File: config.mk
export PLATFORM = sky130hd
export DESIGN_NAME = serial_subtractor
export DESIGN_NICKNAME = d
export VERILOG_FILES = /design/src/rtl/serial_subtractor.sv
export SDC_FILE = /design/constraint.sdc
export NUM_CORES = 1
export LEC_CHECK = 0
export BUFFER_PORTS_ARGS = -buffer_cell sky130_fd_sc_hd__buf_2
export CORE_ASPECT_RATIO = 0.5
export CORE_MARGIN = 4
export CORE_UTILIZATION = 25
export DETAILED_ROUTE_END_ITERATION = 6
export GPL_TIMING_DRIVEN = 0
export REMOVE_ABC_BUFFERS = 1
export SLEW_MARGIN = 20
export SYNTH_ARGS = -nofsm -noshare
export SYNTH_HDL_FRONTEND = slang
export SYNTH_SLANG_ARGS = --single-unit
File: constraint.sdc
create_clock -name clk -period 3.75 [get_ports clk]
set_input_delay 1.125 -clock clk [delete_from_list [all_inputs] [get_ports clk]]
set_output_delay 1.125 -clock clk [all_outputs]
set_load 0.05 [all_outputs]
File: src/rtl/serial_subtractor.sv
// serial_subtractor
//   Bit-serial subtractor computing A - B - Bin, one bit per clock, LSB first.
//   Results are registered and only change when an operation completes.
//
// Ports
//   clk    system clock (rising edge)
//   rst    synchronous active-high reset
//   start  begin a subtraction (accepted in IDLE or DONE)
//   A, B   minuend / subtrahend, latched when start is accepted
//   Bin    borrow-in, latched when start is accepted
//   Diff   registered difference, modulo 2^WIDTH
//   Bout   registered borrow-out (unsigned A < B + Bin)
//   V      registered two's-complement overflow flag
//   busy   high while bits are being processed
//   done   one-cycle pulse marking valid Diff/Bout/V
module serial_subtractor #(
  parameter int WIDTH = 4
) (
  input  logic             clk,
  input  logic             rst,
  input  logic             start,
  input  logic [WIDTH-1:0] A,
  input  logic [WIDTH-1:0] B,
  input  logic             Bin,
  output logic [WIDTH-1:0] Diff,
  output logic             Bout,
  output logic             V,
  output logic             busy,
  output logic             done
);

  localparam int IW = (WIDTH > 1) ? $clog2(WIDTH) : 1;

  localparam logic [1:0] IDLE = 2'd0;
  localparam logic [1:0] RUN  = 2'd1;
  localparam logic [1:0] DONE = 2'd2;

  logic [1:0]       state;
  logic [WIDTH-1:0] a_reg;
  logic [WIDTH-1:0] b_reg;
  logic [WIDTH-1:0] acc;
  logic [IW-1:0]    idx;
  logic             br;

  logic             a_bit;
  logic             b_bit;
  logic             d_bit;
  logic             br_next;
  logic             last;
  logic [WIDTH-1:0] diff_full;

  always_comb begin
    a_bit     = a_reg[idx];
    b_bit     = b_reg[idx];
    d_bit     = a_bit ^ b_bit ^ br;
    br_next   = (~a_bit & b_bit) | (~(a_bit ^ b_bit) & br);
    last      = (idx == IW'(WIDTH - 1));
    // Final result: accumulated low bits plus the MSB produced this cycle,
    // so Diff is written once and never exposes a partial value.
    diff_full = acc;
    diff_full[WIDTH-1] = d_bit;
  end

  always_comb begin
    busy = (state == RUN);
  end

  always_ff @(posedge clk) begin
    if (rst) begin
      state <= IDLE;
      a_reg <= '0;
      b_reg <= '0;
      acc   <= '0;
      idx   <= '0;
      br    <= 1'b0;
      Diff  <= '0;
      Bout  <= 1'b0;
      V     <= 1'b0;
      done  <= 1'b0;
    end else begin
      case (state)
        IDLE, DONE: begin
          done <= 1'b0;
          if (start) begin
            a_reg <= A;
            b_reg <= B;
            br    <= Bin;
            idx   <= '0;
            acc   <= '0;
            state <= RUN;
          end else begin
            state <= IDLE;
          end
        end
        RUN: begin
          acc[idx] <= d_bit;
          br       <= br_next;
          idx      <= idx + IW'(1);
          if (last) begin
            Diff  <= diff_full;
            Bout  <= br_next;
            V     <= (a_reg[WIDTH-1] ^ b_reg[WIDTH-1]) & (a_reg[WIDTH-1] ^ d_bit);
            done  <= 1'b1;
            state <= DONE;
          end
        end
        default: begin
          done  <= 1'b0;
          state <= IDLE;
        end
      endcase
    end
  end

endmodule

==> results of run 1 <==
## per-stage QoR
stage | power [W] | cell area, um^2 | std cells | setup WS, ns
finish | 0.000478 | 1200 | 186 | 1.29
global route | 0.000503 | 1200 | 186 | 1.20
CTS | 0.000483 | 1200 | 186 | 1.29
detailed placement | 0.000330 | 1160 | 182 | 1.57
global placement | 0.000329 | 1160 | 182 | 1.57
floorplan | 0.000308 | 993 | 109 | 1.71
## cells in the mapped netlist
library cell and number:
nand2_1 27, nand2_2 1, nor3_1 1, o211ai_1 3, nand2b_4 1, buf_2 1, buf_4 1, a211oi_2 2
nor2_2 2, nand3b_1 2, ha_1 4, clkbuf_1 2, fa_1 1, or3_1 3, nand2b_2 1, nor2b_2 1
a311oi_2 1, nand3_1 2, nor3b_1 1, inv_1 7, and3b_1 1, mux4_2 2, nor2_1 4, o21a_1 1
dfxtp_1 23, buf_6 2, a21oi_1 18
## kinds of logic (layout without fill, tap and decap cells)
kind of cell,after synthesis,after routing,share of synthesized area [%]
simple gates,47,47,22.3
compound gates,25,25,15.5
flops,23,23,44.4
buf+inv,13,30,6.64
fa+ha+maj,5,5,6.76
mux,2,2,4.35
## final timing paths
| check | slack, ns | to | start |
|---|---|---|---|
| min reg2reg | 0.45 | Bout | Bout |
| max reg2reg | 1.57 | acc[0] | idx[0] |
| max | 1.29 | busy | state[0] |
| min | 0.45 | Bout | Bout |
## power by group
part           leakage (nW)  internal [W]  switching (W)  total (W)
sequential            0.187      0.000254     0.00000870   0.000262
clock                0.0255     0.0000741      0.0000802   0.000154
combinational         0.257     0.0000246      0.0000371  0.0000616
total                 0.470      0.000352       0.000126   0.000478
## area by class of cell
class,instances,share of cell area (%)
Multi-Input combinational cell,79,42.1
Inverter,7,2.19
Tap cell,54,5.62
Timing Repair Buffer,19,7.91
Clock buffer,3,3.43
Sequential cell,23,38.3
Clock inverter,1,0.416
## worst max-delay path: stages (launching register included)
cell and delay, ns:
dfxtp_1 0.43, nand2b_2 0.21, inv_1 0.15, buf_2 0.28
## routing by layer
layer  vias up  part of all wire (%)
met3         2                   3.8
met4         0                  0.83
li1        417                     -
met5         -                     0
met1       386                    48
met2         7                    48
==> impl_metrics.tcl, run 1 <==
set metrics [dict create \
    outcome "finished clean" \
    cts-root-buf "clkbuf_8" \
    die_h_um 53.5 \
    cts_resized 0 \
    n_antenna_cell 0 \
    hold_path_depth 2 \
    ioPinCount 20 \
    track_usage_pct 8.31 \
    synth_top_cell_by_area "dfxtp_1" \
    final_common_cell "nand2_1" \
    antenna_left 0 \
    synth_sequential_area_ratio_pct 44.4 \
    setup_tns_ns 0 \
    cts_sinks 23 \
    drive_gt1_share_pct 25.8 \
    grt_first_pass_wirelength_mm 3.46 \
    worst_pin_slew_ns 0.438 \
    dieWidth_um 99.0 \
    critPathLaunchType "flip-flop" \
    fin_crit_ns 2.46 \
    clk_pin_slew_ns 0.08 \
    p_per_area_nw_per_um2 398 \
    syn_to_final_growth_pct 16.1 \
    seq_area_um2 460 \
    synth_area_um2 1040 \
    gp_congestion 0.732 \
    htreeDepth 1 \
    grt.busiest_layer "met2" \
    dr_total_vias 812 \
    cts_buffers 3 \
    antenna_found_initial 0 \
    drt-vias-per-instance 4.37 \
    hp-class "flip-flop to flip-flop" \
    cp_data_arrival_time_ns 1.34 \
    nets 150 \
    use_met3_pct 2.24 \
    wirelength_mm 2.05 \
    final_cell_mix "nand2_1 (27), dfxtp_1 (23), buf_2 (19)" \
    synth_top_area_share_pct 44.4 \
    yosys_register_bits 23 \
    port_buffers 19 \
    cts_tree "built" \
    worst_ep_required_time_ns 2.62 \
    first_pass_iters 3 \
    max_cap_viol_count 0 \
    grtUsageMet1_pct 9.27 \
    multiInputGateArea_um2 507 \
    yosysWarnings 0 \
    clk_latency_ns 0.26 \
    final_core_util_pct 30.5 \
    slew_headroom_pct 70.8 \
    drt_iter0_drc 47 \
    die_area_um2 5300 \
    rsz0062_at_grt "no" \
    num_rows 16 \
    dp_hpwl_mm 1.46 \
    avgSynthCellArea_um2 9.01 \
    synthCells 115 \
    gr-total-overflow 0 \
    grt.met2_usage_pct 15.1 \
    num-fill-cells 409 \
    reg2reg_depth 5 \
    crit_fanout 14 \
    irDropWorstVdd_v 0.000104 \
    skew_ns 0.00224 \
    postCtsSetupRepairBufs 0 \
    cts_hold_buf 0 \
    grt_max_degree 24 \
    min_period_over_period_pct 65.6 \
    drv_slew 0 \
    worstSetupPathType "flip-flop to output pin" \
    synthTopCellsByArea "dfxtp_1 (44%), nand2_1 (9.8%), a21oi_1 (8.7%), ha_1 (4.8%), mux4_2 (4.3%)" \
    fmax_mhz 406 \
    wl_per_cell_um 11.0 \
    end_kind "output pin" \
    synth.distinct_cells 27 \
    hold_viol 0 \
    p_leak_nw 0.470 \
    initial_core_util_pct 26.3 \
    finalSetupViolations 0 \
    drc_errors 0 \
    holdWs_ns 0.455 \
    design.core.area_um2 3940 \
    grt_pass1_vias 778 \
    clockBufferDepth 2 \
]
Note: power is estimated with default switching activity, not from simulation.
==> run 2: changes to the inputs <==
--- a/config.mk
+++ b/config.mk
@@ -5,6 +5,7 @@
 export SDC_FILE = /design/constraint.sdc
 export NUM_CORES = 1
 export LEC_CHECK = 0
+export ABC_AREA = 1
 export BUFFER_PORTS_ARGS = -buffer_cell sky130_fd_sc_hd__buf_2
 export CORE_ASPECT_RATIO = 0.5
 export CORE_MARGIN = 4
==> constraint.sdc (replaced) <==
create_clock -name clk -period 2.45 [get_ports clk]
set_input_delay 0.735 -clock clk [delete_from_list [all_inputs] [get_ports clk]]
set_output_delay 0.735 -clock clk [all_outputs]
set_load 0.05 [all_outputs]
==> impl_metrics.tcl, run 2 <==
set metrics [dict create \
    outcome "finished clean" \
    wl_per_cell_um 10.2 \
    finalSetupViolations 0 \
    p_sw_share_pct 30.1 \
    p_comb_share_pct 19.1 \
    design.core.area_um2 4020 \
    ioPinCount 20 \
    drt_iter0_drc 63 \
    switching_power_w 0.000241 \
    critPathLaunchType "flip-flop" \
    p_per_area_nw_per_um2 645 \
    synthCells 139 \
    end_kind "output pin" \
    dieWidth_um 101 \
    cts-root-buf "clkbuf_8" \
    gp_congestion 0.749 \
    synth_edf_count 0 \
    dp_hpwl_mm 1.57 \
    p_leak_nw 0.547 \
    grt_max_degree 19 \
    dp_cells 207 \
    clk_pin_slew_ns 0.08 \
    synth_ff_type "dfxtp_1" \
    p_int_w 0.000561 \
    fin_crit_ns 2.11 \
    synthTopCellsByArea "dfxtp_1 (43%), nand2_1 (10%), nor2_1 (9.1%), o21ai_0 (5.6%), ha_1 (4.7%)" \
    yosysWarnings 0 \
    max_stage_delay_ns 0.38 \
    synth_top_cell_by_area "dfxtp_1" \
    drt-vias-per-instance 4.25 \
    antenna_left 0 \
    path_buf_inv 2 \
    hold_viol 0 \
    critical-path-slowest-cell "dfxtp_1" \
    antenna_found_initial 0 \
    port_buffers 19 \
    grt_first_pass_wirelength_mm 3.91 \
    cp_top_family "buffers and inverters" \
    num_rows 16 \
    worstSetupPathType "flip-flop to output pin" \
    synth_sequential_area_ratio_pct 42.8 \
    worst_ep_required_time_ns 1.71 \
    path_depth 3 \
    worst_pin_slew_ns 0.468 \
    die_h_um 54.4 \
    n_antenna_cell 0 \
    track_usage_pct 8.93 \
    ys_top_cells_by_count "nand2_1 (29), nor2_1 (26), dfxtp_1 (23)" \
    clk_latency_ns 0.26 \
    clockBufferDepth 2 \
    yosys_register_bits 23 \
    wirelength_mm 2.15 \
    gr-total-overflow 0 \
    htreeDepth 1 \
    worstPathCellList "inv_2 -> nor2_4 -> buf_2" \
    cts_resized 0 \
    die_area_um2 5480 \
    drive_gt1_share_pct 23.6 \
    setup_tns_ns 0 \
    skew_ns 0.00409 \
    drc_errors 0 \
    hp-class "flip-flop to flip-flop" \
    drv_slew 0 \
    p_seq_share_pct 51.8 \
    clkPwrFrac_pct 29.1 \
    irDropWorstVdd_v 0.000215 \
    post-synth-top-count-cell "nand2_1" \
    nets 175 \
    fmax_mhz 473 \
    syn_to_final_growth_pct 15.7 \
    synth.distinct_cells 21 \
    final_cell_mix "nand2_1 (29), nor2_1 (26), dfxtp_1 (23)" \
    avgSynthCellArea_um2 7.73 \
    cts_sinks 23 \
    async_reset_ff_share_pct 0 \
    grt_pass1_vias 898 \
    initial_core_util_pct 26.7 \
    cts_hold_buf 0 \
    crit_fanout 14 \
    cts_tree "built" \
    slew_headroom_pct 68.7 \
    min_period_over_period_pct 86.3 \
    rsz0062_at_grt "no" \
    final_cell_count_no_fill 211 \
    reg2reg_depth 10 \
    final_common_cell "nand2_1" \
    postCtsSetupRepairBufs 0 \
    cts_buffers 3 \
    synth_area_um2 1070 \
    dr_total_vias 896 \
    hold_path_depth 2 \
    synth_top_area_share_pct 42.8 \
    first_pass_iters 4 \
    cp_data_arrival_time_ns 1.38 \
    max_cap_viol_count 0 \
]
[run 2: final cells by class]
type	count	area, um^2
fill	444	2780
multi-input combinational	99	529
sequential	23	460
timing repair buffer	19	95.1
tap	54	67.6
inverter	12	45.0
clock buffer	3	41.3
clock inverter	1	5.00
[run 2: final timing paths]
check / from / endpoint / slack [ns]
max: state[0] / busy / 0.34
min: Diff[2] / Diff[2] / 0.47
max reg2reg: idx[0] / V / 0.47
min reg2reg: Diff[2] / Diff[2] / 0.47
[run 2: cells by family after synthesis]
| group | Yosys count | synth area share (%) |
|---|---|---|
| flip-flops | 23 | 42.8 |
| AO/OA/AOI/OAI | 25 | 13.6 |
| AND/OR/NAND/NOR | 69 | 29.1 |
| buffers and inverters | 17 | 7.92 |
| adder cells (fa/ha/maj) | 5 | 6.52 |
[run 2: metrics by stage]
stage / util [%] / hold slack, ns / power (W) / setup WS, ns / area [um^2]
final: 30.9 / 0.467 / 0.000803 / 0.335 / 1240
after global routing: 30.9 / 0.493 / 0.000860 / 0.238 / 1240
after CTS: 30.9 / 0.472 / 0.000814 / 0.335 / 1240
after detailed placement: 29.8 / 0.456 / 0.000579 / 0.483 / 1200
after global placement: 29.8 / 0.455 / 0.000577 / 0.469 / 1200
after floorplan: - / 0.449 / 0.000535 / 0.696 / 1030
[run 2: power by group through the flow]
stage | clock, W | sequential, W | combinational (W)
2_1_floorplan | 0 | 0.000421 | 0.000113
3_3_place_gp | 0 | 0.000424 | 0.000152
3_5_place_dp | 0 | 0.000425 | 0.000154
4_1_cts | 0.000244 | 0.000416 | 0.000155
5_1_grt | 0.000256 | 0.000421 | 0.000183
6_report | 0.000234 | 0.000416 | 0.000153
[run 2: metal layers]
layer	up-vias	track usage, %	wire length [um]
met5	-	0	0
met4	0	1.34	0
met3	0	2.67	88
met2	15	16.7	950
met1	405	10.5	1120
li1	476	-	-
[run 2: worst min-delay path, delay by kind of cell, from the launching register on]
| kind | cells | cell delay [ns] |
|---|---|---|
| flip-flops | 1 | 0.31 |
| AND/OR/NAND/NOR | 1 | 0.07 |
| AO/OA/AOI/OAI | 1 | 0.04 |
